**config.mk**
```make
export PLATFORM = sky130hd
export DESIGN_NAME = mult_div_unit_flat
export DESIGN_NICKNAME = d
export VERILOG_FILES = /design/src/rtl/mult_div_unit_pkg.sv /design/src/rtl/mult_div_unit_if.sv /design/src/rtl/mult_div_unit.sv /design/src/flat_wrapper.sv
export SDC_FILE = /design/constraint.sdc
export NUM_CORES = 1
export LEC_CHECK = 0
export BUFFER_PORTS_ARGS = -buffer_cell sky130_fd_sc_hd__buf_2
export CAP_MARGIN = 30
export CORE_ASPECT_RATIO = 1.2
export CORE_MARGIN = 3
export CORE_UTILIZATION = 50
export CTS_CLUSTER_DIAMETER = 60
export DETAILED_ROUTE_END_ITERATION = 10
export GPL_TIMING_DRIVEN = 0
export PLACE_DENSITY = 0.69
export SYNTH_ARGS = -nofsm -noshare
export SYNTH_HDL_FRONTEND = slang
export SYNTH_SLANG_ARGS = --single-unit
```
**constraint.sdc**
```tcl
create_clock -name clk -period 3.53 [get_ports clk]
set_clock_uncertainty 0.15 [all_clocks]
set_input_delay 0.706 -clock clk [delete_from_list [all_inputs] [get_ports clk]]
set_output_delay 0.706 -clock clk [all_outputs]
set_load 0.02 [all_outputs]
```
**src/rtl/mult_div_unit_pkg.sv**
```systemverilog
// Shared definitions for the mips_16 multiply/divide unit: op encodings,
// FSM state type and small op-decode helpers.
package mult_div_unit_pkg;

  localparam logic [1:0] MDU_MULLO = 2'b00;
  localparam logic [1:0] MDU_MULHU = 2'b01;
  localparam logic [1:0] MDU_DIVU  = 2'b10;
  localparam logic [1:0] MDU_REMU  = 2'b11;

  typedef enum logic [1:0] {
    StIdle = 2'b00,
    StRun  = 2'b01,
    StDone = 2'b10
  } mdu_state_e;

  // Divide ops run the restoring-division datapath.
  function automatic logic op_is_div(logic [1:0] op);
    return (op == MDU_DIVU) || (op == MDU_REMU);
  endfunction

  // High half of the accumulator holds MULHU's product and REMU's remainder.
  function automatic logic op_takes_high(logic [1:0] op);
    return (op == MDU_MULHU) || (op == MDU_REMU);
  endfunction

endpackage

```
**src/rtl/mult_div_unit_if.sv**
```systemverilog
// Start/busy/done handshake and operand/result bus of the multiply/divide unit.
interface mult_div_unit_if #(
  parameter int unsigned WIDTH = 16
);
  logic             start;
  logic [1:0]       op;
  logic [WIDTH-1:0] a;
  logic [WIDTH-1:0] b;
  logic             abort;
  logic             busy;
  logic             done;
  logic [WIDTH-1:0] result;

  modport master (
    output start, op, a, b, abort,
    input  busy, done, result
  );

  modport slave (
    input  start, op, a, b, abort,
    output busy, done, result
  );
endinterface

```
**src/rtl/mult_div_unit.sv**
```systemverilog
// Iterative unsigned multiply/divide unit, one bit per cycle.
// Multiply: shift-add into {carry, hi, lo}; the multiplier sits in lo and is
// consumed from the LSB. Divide: restoring; hi holds the partial remainder,
// lo shifts the dividend out and the quotient in.
module mult_div_unit
  import mult_div_unit_pkg::*;
#(
  parameter int unsigned WIDTH = 16
) (
  input logic           clk,
  input logic           rst_n,
  mult_div_unit_if.slave bus
);

  localparam int unsigned CntW = $clog2(WIDTH) + 1;

  mdu_state_e         state_q, state_d;
  logic [CntW-1:0]    cnt_q, cnt_d;
  logic [2*WIDTH-1:0] acc_q, acc_d;
  logic [WIDTH-1:0]   a_q, a_d;
  logic [WIDTH-1:0]   b_q, b_d;
  logic [1:0]         op_q, op_d;
  logic [WIDTH-1:0]   result_q, result_d;
  logic               done_q, done_d;

  logic [WIDTH:0]     mul_sum;
  logic [WIDTH:0]     div_trial;
  logic [WIDTH:0]     div_diff;
  logic               div_ge;
  logic [2*WIDTH-1:0] acc_step;
  logic               last_iter;

  // One iteration of the selected datapath, computed from the current accumulator.
  always_comb begin
    mul_sum   = {1'b0, acc_q[2*WIDTH-1:WIDTH]} + (acc_q[0] ? {1'b0, a_q} : '0);
    div_trial = acc_q[2*WIDTH-1:WIDTH-1];
    div_diff  = div_trial - {1'b0, b_q};
    div_ge    = (div_trial >= {1'b0, b_q});
    if (op_is_div(op_q)) begin
      acc_step = {(div_ge ? div_diff[WIDTH-1:0] : div_trial[WIDTH-1:0]),
                  acc_q[WIDTH-2:0], div_ge};
    end else begin
      // Carry is shifted in at the top, so the full 2*WIDTH product is kept.
      acc_step = {mul_sum, acc_q[WIDTH-1:1]};
    end
    last_iter = (cnt_q == CntW'(WIDTH - 1));
  end

  // Next-state logic: abort wins everywhere; start only counts when not busy.
  always_comb begin
    state_d  = state_q;
    cnt_d    = cnt_q;
    acc_d    = acc_q;
    a_d      = a_q;
    b_d      = b_q;
    op_d     = op_q;
    result_d = result_q;
    done_d   = 1'b0;

    unique case (state_q)
      StIdle, StDone: begin
        state_d = StIdle;
        if (bus.start && !bus.abort) begin
          a_d     = bus.a;
          b_d     = bus.b;
          op_d    = bus.op;
          acc_d   = {{WIDTH{1'b0}}, (op_is_div(bus.op) ? bus.a : bus.b)};
          cnt_d   = '0;
          state_d = StRun;
        end
      end
      StRun: begin
        if (bus.abort) begin
          state_d = StIdle;
        end else begin
          acc_d = acc_step;
          cnt_d = cnt_q + 1'b1;
          if (last_iter) begin
            state_d  = StDone;
            done_d   = 1'b1;
            result_d = op_takes_high(op_q) ? acc_step[2*WIDTH-1:WIDTH]
                                           : acc_step[WIDTH-1:0];
          end
        end
      end
      default: state_d = StIdle;
    endcase
  end

  // State, datapath and registered outputs.
  always_ff @(posedge clk or negedge rst_n) begin
    if (!rst_n) begin
      state_q  <= StIdle;
      cnt_q    <= '0;
      acc_q    <= '0;
      a_q      <= '0;
      b_q      <= '0;
      op_q     <= MDU_MULLO;
      result_q <= '0;
      done_q   <= 1'b0;
    end else begin
      state_q  <= state_d;
      cnt_q    <= cnt_d;
      acc_q    <= acc_d;
      a_q      <= a_d;
      b_q      <= b_d;
      op_q     <= op_d;
      result_q <= result_d;
      done_q   <= done_d;
    end
  end

  assign bus.busy   = (state_q == StRun);
  assign bus.done   = done_q;
  assign bus.result = result_q;

endmodule

```
**src/flat_wrapper.sv**
```systemverilog
// flat-port wrapper written by rule: the top's interface ports become plain ports
module mult_div_unit_flat import mult_div_unit_pkg::*;
#(
  parameter int unsigned WIDTH = 16
)
  (clk, rst_n, bus_start, bus_op, bus_a, bus_b, bus_abort, bus_busy, bus_done, bus_result);
  mult_div_unit_if #(.WIDTH(WIDTH)) bus_i ();
  input logic clk;
  input logic rst_n;
  input wire logic [$bits(bus_i.start)-1:0] bus_start;
  input wire logic [$bits(bus_i.op)-1:0] bus_op;
  input wire logic [$bits(bus_i.a)-1:0] bus_a;
  input wire logic [$bits(bus_i.b)-1:0] bus_b;
  input wire logic [$bits(bus_i.abort)-1:0] bus_abort;
  output wire logic [$bits(bus_i.busy)-1:0] bus_busy;
  output wire logic [$bits(bus_i.done)-1:0] bus_done;
  output wire logic [$bits(bus_i.result)-1:0] bus_result;
  assign bus_i.start = bus_start;
  assign bus_i.op = bus_op;
  assign bus_i.a = bus_a;
  assign bus_i.b = bus_b;
  assign bus_i.abort = bus_abort;
  assign bus_busy = bus_i.busy;
  assign bus_done = bus_i.done;
  assign bus_result = bus_i.result;
  mult_div_unit #(.WIDTH(WIDTH)) u_core (.clk(clk), .rst_n(rst_n), .bus(bus_i));
endmodule
```
==> results of run 1 <==
==> layout make-up <==
class | instances | share of cell area
multi-input cells | 508 | 0.5158
well taps | 157 | 0.02858
flip-flops and latches | 90 | 0.3278
inverters | 34 | 0.01857
clock buffers | 10 | 0.03477
clock inverters | 6 | 0.005825
plain buffers | 39 | 0.02421
repair buffers | 56 | 0.04441
==> state kept, by name, summed over array words and instances, names as in the netlist <==
signal	cells
u_core.state_q	2
u_core.b_q	16
u_core.cnt_q	5
u_core.bus.done	1
u_core.a_q	16
u_core.bus.result	16
u_core.op_q	2
u_core.acc_q	32
==> final timing paths <==
check	startpoint	end	cells past startpoint
worst max-delay path	u_core.acc_q[0]	u_core.bus.result[11]	11
worst min-delay path	rst_n	u_core.acc_q[24]	1
worst max register to register	u_core.acc_q[0]	u_core.bus.result[11]	11
worst min register to register	u_core.bus.result[6]	u_core.bus.result[6]	2
max in group asynchronous	rst_n	u_core.acc_q[0]	2
min in group clk	u_core.bus.result[6]	u_core.bus.result[6]	2
==> per-layer routing <==
metal | vias up | track usage | part of all wire
li1 | 2544 | - | -
met4 | 0 | 0.1204 | 0.033
met1 | 2735 | 0.3807 | 0.43
met2 | 210 | 0.4823 | 0.48
met5 | - | 0 | 0
met3 | 45 | 0.04173 | 0.058
==> synth_stat cells, drive strengths merged, types with 2 or more instances <==
master / count
a21oi: 43
a22o: 11
mux4: 2
a211oi: 13
nand4: 5
mux2: 27
a21o: 13
fa: 2
o31ai: 5
or3: 4
and2: 18
o21bai: 3
mux2i: 28
nand2b: 2
nor2b: 10
o21a: 3
a221o: 6
nor2: 43
and3: 5
xnor2: 14
o31a: 3
nand3: 12
a31oi: 9
inv: 34
clkbuf: 27
o21ai: 69
a211o: 2
a311oi: 2
ha: 34
xor2: 11
nand2: 72
nor4: 2
o211ai: 7
buf: 12
nor3: 15
or2: 2
dfrtp: 90
==> worst max-delay path: stages (launching register included) <==
cell      delay [ps]
dfrtp_2          490
buf_4            220
and2_1           150
ha_1             210
fa_1             460
a211oi_1         250
o21bai_1         180
a31oi_2          260
a21oi_1          180
xnor2_1          170
a21oi_1          420
a221o_1          210
==> logic make-up after synthesis <==
logic type,count (synthesis)
compound gates,197
xor+xnor,25
simple gates,193
buf+inv,73
flops,90
fa+ha+maj,36
mux,57
==> through the flow <==
stage | instance area, um2 | total power [W] | TNS [ps]
global placement | 6516 | 0.004209 | -1882
detailed placement | 6546 | 0.004275 | -1866
CTS | 6852 | 0.005237 | 0
global route | 6874 | 0.005638 | 0
finish | 6874 | 0.005323 | 0
floorplan | 6045 | 0.003473 | 0
==> power by group <==
| group | internal (W) | switching [W] |
|---|---|---|
| sequential | 0.00125 | 0.000220 |
| combinational | 0.00113 | 0.00179 |
| clock | 0.000497 | 0.000429 |
==> timing repair <==
item                       in CTS  in global routing
resized for setup               5                  5
pin swaps                       0                  1
setup endpoints to repair      16                 11
==> qor.txt, run 1 <==
Vias per cell - 6.149
Largest net degree at the start of global routing - 64
Asr flop ratio synth - 1.000
Synth Warn # - 0
Hold_ws - 124.1 ps
Post-synthesis mux area share - 0.1041
Row count - 43
CTS Buf Count - 9
Simple-Gate Fraction of Synth Area - 0.1517
RSZ-0062 raised after global routing - false
Commonest non-fill, non-tap cells in the layout - dfrtp_1, nand2_1, o21ai_0
Detail Route Antenna Nets - 0
Peak VDD IR - 0.3550 mV
Fillers - 1072
Number of global-route vias before repair - 5411
GRT Total Usage - 0.2904
WP data arrival - 3550 ps
CP Capture Type - flip-flop
Compound-Gate Fraction of Synth Area - 0.2103
Drt wl/cell - 21.42 um
Clock Sinks - 90
Worst-Margin Slew - 900.5 ps
Fmax - 0.2928 GHz
Crit-path max FO - 10
Status - complete, no violations
Starting DRT DRC Count - 430
Final Cycle Share - 0.9674
Reg2Reg Setup Slack - 120 ps
Pins Over Slew Limit - 0
# port buffers - 55
Clock latency on the worst-skew pair - 350 ps
Worst-path clk slew - 70 ps
Main combinational cell family by area after synthesis - compound AO/OA/AOI/OAI gates
Synthesized Nets - 745
Post-Synth Adder-Cell Area - 0.07700
Tmin final - 3415 ps
Gpl congestion - 0.9654
Post-Synth XOR/XNOR Area - 0.03622
HP Class - input pin to asynchronous set/reset pin
Req. time, crit path - 3670 ps
Initial Util - 0.5177
Initial antenna violation count - 0
Setup Crit Path Kind - flip-flop to flip-flop
Core Box Area - 0.01167 mm2
Layout cells sized above 1 - 0.1669
Clock Tree Root - clkbuf_16
Grt total ovfl - 0
Seq/Total Area, Yosys - 0.3726
Die area - 0.01345 mm2
H-tree depth - 3
Placed cell count - 884
First-pass GRT wire length - 29.99 mm
Vias post-DR - 5534
Yosys top cell area share - 0.3726
Area grow syn2layout - 13.72%
I/O Pins - 56
Max Root-Sink Buffers - 2
Yosys top cell by area - dfrtp_1
Chip height - 126.4 um
Post-layout util - 0.5888
Setup Buffers After CTS - 0
Maxcap violations - 0
Fin nets - 812
Synthesized flop and latch total - 90
Hold Violations, Final - 0
Non-Filler Instances - 900
Register area - 0.002253 mm2
Slew margin rel. - 0.3997
Post-place setup slack - -327.7 ps
Post-DP HPWL - 14.45 mm
Power per cell area - 774.3 mW/mm2
Dominant cells by area after synthesis - dfrtp_1, ha_1, mux2_2, o21ai_0, mux2i_1
CP Launch Type - flip-flop
Final setup fails - 0
Post-synthesis cell type count - 57
Drt pass-1 iters - 5
Cell count after synthesis - 671
Post-synth top flop - dfrtp_1
Multi-input logic area - 0.003546 mm2
Mean Syn Cell Area - 9.008 um2
Commonest non-fill, non-tap cell in the layout - dfrtp_1
Final wirelength - 19.28 mm
Die width - 106.4 um
Hold_buf cts - 0
Post-synth EDFFs - 0
Final setup margin - 115.1 ps
Cell Area, Synth - 0.006045 mm2
CTS tree - yes
N_diodes - 0
DRC violations left - 0
LEAKAGE - 3.236 nW
Power figures use the tool's default switching activity.
==> run 2: changes to the inputs <==
--- a/config.mk
+++ b/config.mk
@@ -13,7 +13,7 @@
 export CTS_CLUSTER_DIAMETER = 60
 export DETAILED_ROUTE_END_ITERATION = 10
 export GPL_TIMING_DRIVEN = 0
-export PLACE_DENSITY = 0.69
+export PLACE_DENSITY = 0.8
 export SYNTH_ARGS = -nofsm -noshare
 export SYNTH_HDL_FRONTEND = slang
 export SYNTH_SLANG_ARGS = --single-unit
==> run 2 against run 1 <==
Sequential share of layout area down 0.28 points. Via count increased by 2.9%. Core utilization up 0.51 points. Die area unchanged. Fmax grew 0.38%. Setup slack better by 13 ps. Global-route usage is 0.42 points higher. Sequential power hardly changed. Combinational power about the same. Count of clock-buffer cells in the layout unchanged. Largest cell class unchanged. Highest routed layer unchanged.
==> qor.txt, run 2 (synthesis gave the netlist of run 1 again) <==
Vias post-DR - 5693 (+2.9%)
Peak VDD IR - 0.3532 mV (-0.49%)
First-pass GRT wire length - 30.41 mm (+1.4%)
Hold Violations, Final - 0 (unchanged)
CP Launch Type - flip-flop
Clock latency on the worst-skew pair - 360 ps (about the same)
CP max stage delay - 490 ps (about the same)
Max reg flops - 32 (unchanged)
Layout cells sized above 1 - 0.1705 (+0.003579)
Largest net degree at the start of global routing - 55 (-14%)
Placed cell count - 884 (unchanged)
DP Area - 0.006546 mm2 (unchanged)
Power per cell area - 790.9 mW/mm2 (+2.1%)
Final wirelength - 19.20 mm (-0.38%)
CP bufs+invs - 2 (+1)
Die area - 0.01345 mm2 (unchanged)
Setup TNS - 0 ps (unchanged)
CTS tree - yes
Drt wl/cell - 21.29 um (-0.60%)
RSZ-0062 raised after global routing - false
Chip height - 126.4 um (unchanged)
Final setup fails - 0 (unchanged)
Combinational share of power - 0.534 (-0.016)
RR Startpoint - u_core.acc_q[0]
Area grow syn2layout - 14.72%
Fin nets - 814 (+0.25%)
Worst-path clk slew - 70 ps (about the same)
WP data arrival - 3490 ps (-60 ps)
CTS Buf Count - 9 (unchanged)
Clock Tree Root - clkbuf_16
Grt total ovfl - 0 (unchanged)
Final setup margin - 128.0 ps (+12.84 ps)
HP Class - input pin to asynchronous set/reset pin
R2r worst-path depth - 12 (+1)
Detail Route Antenna Nets - 0 (unchanged)
Pins Over Slew Limit - 0 (unchanged)
Slew margin rel. - 0.3974 (-0.002299)
DRC violations left - 0 (unchanged)
Biggest register - u_core.acc_q
Clock power share - 0.197 (+0.023)
CP top delay family - compound AO/OA/AOI/OAI gates
I/O Pins - 56 (unchanged)
Non-Filler Instances - 902 (+0.22%)
Setup Crit Path Kind - flip-flop to flip-flop
Req. time, crit path - 3620 ps (-50 ps)
Sequential Power Share - 0.269 (-0.007)
Post-DP HPWL - 14.10 mm (-2.4%)
Max Root-Sink Buffers - 2 (unchanged)
Commonest non-fill, non-tap cells in the layout - dfrtp_1, nand2_1, o21ai_0
N_diodes - 0 (unchanged)
Row count - 43 (unchanged)
Worst reg2reg endpoint - u_core.acc_q[23]
H-tree depth - 3 (unchanged)
# port buffers - 55 (unchanged)
Initial Util - 0.5177 (unchanged)
Switching Share - 0.4474 (-0.01129)
CP max-delay cell - dfrtp_2
Drt pass-1 iters - 5 (unchanged)
Crit-path max FO - 10 (unchanged)
Int Power - 0.003031 W (+5.2%)
Status - complete, no violations
Sw Pwr - 0.002454 W (+0.50%)
Reg2Reg Setup Slack - 130 ps (about the same)
Die width - 106.4 um (unchanged)
Commonest non-fill, non-tap cell in the layout - dfrtp_1
Core Box Area - 0.01167 mm2 (unchanged)
Fmax - 0.2939 GHz (+0.38%)
Gpl congestion - 0.9681 (+0.28%)
Starting DRT DRC Count - 464 (+7.9%)
Design area - 0.006934 mm2 (+0.87%)
Maxcap violations - 0 (unchanged)
Post-place setup slack - -273.8 ps (+53.90 ps)
CP cell instances - clkbuf_4, and2_1, ha_1, fa_1, a211oi_2, o21bai_1, a21o_1, a31oi_1, xor2_1, mux2i_2, buf_4, a22o_1
Worst-Margin Slew - 903.9 ps (+3.450 ps)
Final Cycle Share - 0.9637 (-0.003638)
Number of global-route vias before repair - 5654 (+4.5%)
Clock Sinks - 90 (unchanged)
GRT Total Usage - 0.2946 (+0.004172)
Vias per cell - 6.312 (+2.6%)
Tmin final - 3402 ps (-12.84 ps)
LEAKAGE - 3.261 nW (+0.76%)
CP Capture Type - flip-flop
Initial antenna violation count - 0 (unchanged)
-- run 2: worst register-to-register path, delay by kind of cell (launching register included) --
| family | cells | cell delay [ps] |
|---|---|---|
| adders and majority gates | 2 | 660 |
| and+or+nand+nor | 1 | 170 |
| muxes | 1 | 150 |
| xor gates and xnor gates | 1 | 220 |
| DFF | 1 | 490 |
| buffers and inverters | 2 | 430 |
| AOI/OAI and AO/OA | 5 | 1010 |
-- run 2: through the flow --
stage,util,total power [W],hold slack [ps]
global route,0.5939,0.005806,199.9
finish,0.5939,0.005484,165.8
CTS,0.5907,0.005345,180.6
global placement,0.5581,0.004159,312.8
detailed placement,0.5607,0.004233,326.6
floorplan,-,0.003473,260.4
-- run 2: power groups by stage --
| stage | sequential (W) | combinational (W) | clock [W] |
|---|---|---|---|
| floorplan | 0.00140 | 0.00207 | 0 |
| global placement | 0.00147 | 0.00269 | 0 |
| detailed placement | 0.00149 | 0.00275 | 0 |
| CTS | 0.00147 | 0.00279 | 0.00108 |
| global route | 0.00150 | 0.00318 | 0.00113 |
| finish | 0.00148 | 0.00293 | 0.00108 |
-- run 2: timing repair --
action,CTS,global route
cloned,0,0
setup buffers,1,1
pin swaps,1,1
resized for setup,4,7
endpoints found under the setup margin,11,9
hold buffers,0,0
-- run 2: worst max-delay path by stage --
stage	startpoint	slack, ps	cells past startpoint	end
4_1_cts	u_core.acc_q[0]	40	12	u_core.bus.result[13]
3_3_place_gp	u_core.acc_q[0]	-250	11	u_core.bus.result[10]
2_1_floorplan	u_core.acc_q[0]	650	11	u_core.bus.result[10]
3_5_place_dp	u_core.acc_q[0]	-270	11	u_core.bus.result[10]
5_1_grt	u_core.acc_q[0]	30	12	u_core.bus.result[7]
6_report	u_core.acc_q[0]	130	12	u_core.acc_q[23]
-- run 2: layout make-up --
type / instances / area [um2]
Multi-Input combinational cell: 508 / 3545
Fill cell: 1075 / 4741
Sequential cell: 90 / 2253
Timing Repair Buffer: 58 / 320.3
Clock inverter: 6 / 96.34
Buffer: 39 / 166.4
Tap cell: 157 / 196.4
Clock buffer: 10 / 229.0
Inverter: 34 / 127.6
-- run 2: routing by layer --
| layer | wire (um) | part of all wire | vias to the layer above | GRT usage |
|---|---|---|---|---|
| li1 | - | - | 2538 | - |
| met1 | 7454 | 0.39 | 2759 | 0.3695 |
| met2 | 8964 | 0.47 | 322 | 0.4569 |
| met3 | 1492 | 0.078 | 74 | 0.05700 |
| met4 | 1293 | 0.067 | 0 | 0.2043 |
| met5 | 0 | 0 | - | 0 |
==> run 3: changes to the inputs <==
==> constraint.sdc (replaced) <==
create_clock -name clk -period 4.4 [get_ports clk]
set_clock_uncertainty 0.15 [all_clocks]
set_input_delay 0.88 -clock clk [delete_from_list [all_inputs] [get_ports clk]]
set_output_delay 0.88 -clock clk [all_outputs]
set_load 0.02 [all_outputs]
==> run 3 against run 2 <==
First-iteration DRC count shrank 9.5%. Wire length shrank 1.9%. Worst hold slack gained 170 ps. Sequential share of layout area grew 0.28 points. Highest routed layer unchanged. Register-to-register slack gained 390 ps. Via count shrank 1.9%. Die area is the same.
==> qor.txt, run 3 (synthesis gave the netlist of run 1 again) <==
RSZ-0062 raised after global routing - false
Fmax - 0.2576 GHz (-12%)
Largest net degree at the start of global routing - 55 (unchanged)
I/O Pins - 56 (unchanged)
Clock latency on the worst-skew pair - 360 ps (about the same)
Clock Sinks - 90 (unchanged)
Final Cycle Share - 0.8822 (-0.08152)
LEAKAGE - 3.240 nW (-0.65%)
Post-place setup slack - 596.2 ps (+870.0 ps)
Max reg flops - 32 (unchanged)
Die area - 0.01345 mm2 (unchanged)
Number of global-route vias before repair - 5632 (-0.39%)
Status - complete, no violations
Clock Tree Root - clkbuf_16
Power per cell area - 629.5 mW/mm2 (-20%)
GRT Total Usage - 0.2916 (-0.002975)
Grt total ovfl - 0 (unchanged)
# resized after CTS - 0 (-4)
First-pass GRT wire length - 30.13 mm (-0.93%)
WP data arrival - 4010 ps (+520 ps)
Worst-path clk slew - 70 ps (about the same)
Chip height - 126.4 um (unchanged)
Setup Buffers After CTS - 0 (-1)
Detail Route Antenna Nets - 0 (unchanged)
HP Class - input pin to asynchronous set/reset pin
Post-DP HPWL - 14.10 mm (unchanged)
Drt pass-1 iters - 5 (unchanged)
Initial antenna violation count - 0 (unchanged)
Area grow syn2layout - 13.68%
Tmin final - 3882 ps (+479.8 ps)
Worst-Margin Slew - 908.5 ps (+4.530 ps)
N_diodes - 0 (unchanged)
Commonest non-fill, non-tap cells in the layout - dfrtp_1, nand2_1, o21ai_0
Final setup fails - 0 (unchanged)
DRC violations left - 0 (unchanged)
Starting DRT DRC Count - 420 (-9.5%)
CP Launch Type - flip-flop
Final setup margin - 518.2 ps (+390.2 ps)
Fin nets - 812 (-0.25%)
Maxcap violations - 0 (unchanged)
Vias per cell - 6.206 (-1.7%)
Final wirelength - 18.84 mm (-1.9%)
Core Box Area - 0.01167 mm2 (unchanged)
H-tree depth - 3 (unchanged)
Max Root-Sink Buffers - 2 (unchanged)
Die width - 106.4 um (unchanged)
CTS tree - yes
Layout cells sized above 1 - 0.1575 (-0.01300)
# port buffers - 55 (unchanged)
Crit-path max FO - 10 (unchanged)
Hold Violations, Final - 0 (unchanged)
RR Startpoint - u_core.acc_q[0]
Row count - 43 (unchanged)
Setup Crit Path Kind - flip-flop to flip-flop
Commonest non-fill, non-tap cell in the layout - dfrtp_1
Slew margin rel. - 0.3944 (-0.003021)
Pins Over Slew Limit - 0 (unchanged)
Vias post-DR - 5585 (-1.9%)
CP Capture Type - flip-flop
CTS Buf Count - 9 (unchanged)
Drt wl/cell - 20.93 um (-1.7%)
Critical Path Start - u_core.acc_q[0]
Fillers - 1083 (+0.74%)
Setup TNS - 0 ps (unchanged)
Req. time, crit path - 4530 ps (+910 ps)
Hold_buf cts - 0 (unchanged)
Biggest register - u_core.acc_q
Peak VDD IR - 0.2809 mV (-20%)
Initial Util - 0.5177 (unchanged)
Gpl congestion - 0.9681 (unchanged)
-- run 3: worst paths after layout --
path | to | slack, ps | cells past startpoint
worst max-delay path | u_core.bus.result[10] | 520 | 11
worst min-delay path | u_core.acc_q[11] | 340 | 1
worst max register to register | u_core.bus.result[10] | 520 | 11
worst min register to register | u_core.bus.result[15] | 340 | 2
max in group asynchronous | u_core.acc_q[18] | 3120 | 2
min in group clk | u_core.bus.result[15] | 340 | 2
-- run 3: per-layer routing --
layer / vias to the layer above / wire, um / GRT usage
li1: 2531 / - / -
met1: 2715 / 7539 / 0.3700
met2: 271 / 8736 / 0.4532
met3: 68 / 1293 / 0.05394
met4: 0 / 1267 / 0.1944
met5: - / 0 / 0
-- run 3: area by class of cell --
| cell class | instances | area [um2] | area share |
|---|---|---|---|
| multi-input cells | 508 | 3502 | 0.5097 |
| inverters | 34 | 127.6 | 0.01857 |
| clock buffers | 10 | 229.0 | 0.03332 |
| clock inverters | 6 | 96.34 | 0.01402 |
| plain buffers | 39 | 162.7 | 0.02367 |
| well taps | 157 | 196.4 | 0.02859 |
| repair buffers | 56 | 305.3 | 0.04443 |
| flip-flops and latches | 90 | 2252 | 0.3277 |
-- run 3: where the power goes --
group	internal, W	switching [W]	leakage, nW
logic	0.000898	0.00138	1.93
registers	0.00100	0.000179	1.15
clock network	0.000506	0.000358	0.156
-- run 3: per-stage QoR --
step / util / total power (W) / instances / instance area, um2 / hold WS (ps)
finish: 0.5886 / 0.004326 / 900 / 6872 / 338.7
global route: 0.5886 / 0.004595 / 900 / 6872 / 361.0
CTS: 0.5886 / 0.004275 / 900 / 6872 / 344.0
detailed placement: 0.5607 / 0.003396 / 884 / 6546 / 326.6
global placement: 0.5581 / 0.003337 / 883 / 6516 / 312.8
floorplan: - / 0.002786 / 671 / 6045 / 299.8
-- run 3: critical path, stage by stage (launching register included) --
cell      delay (ps)
dfrtp_1          510
clkbuf_1         340
and2_1           240
ha_1             200
a21oi_1          230
o211ai_1         200
o41ai_2          640
nor2_1           110
a311oi_1         360
xor2_1           170
mux4_2           490
o21ai_1          140
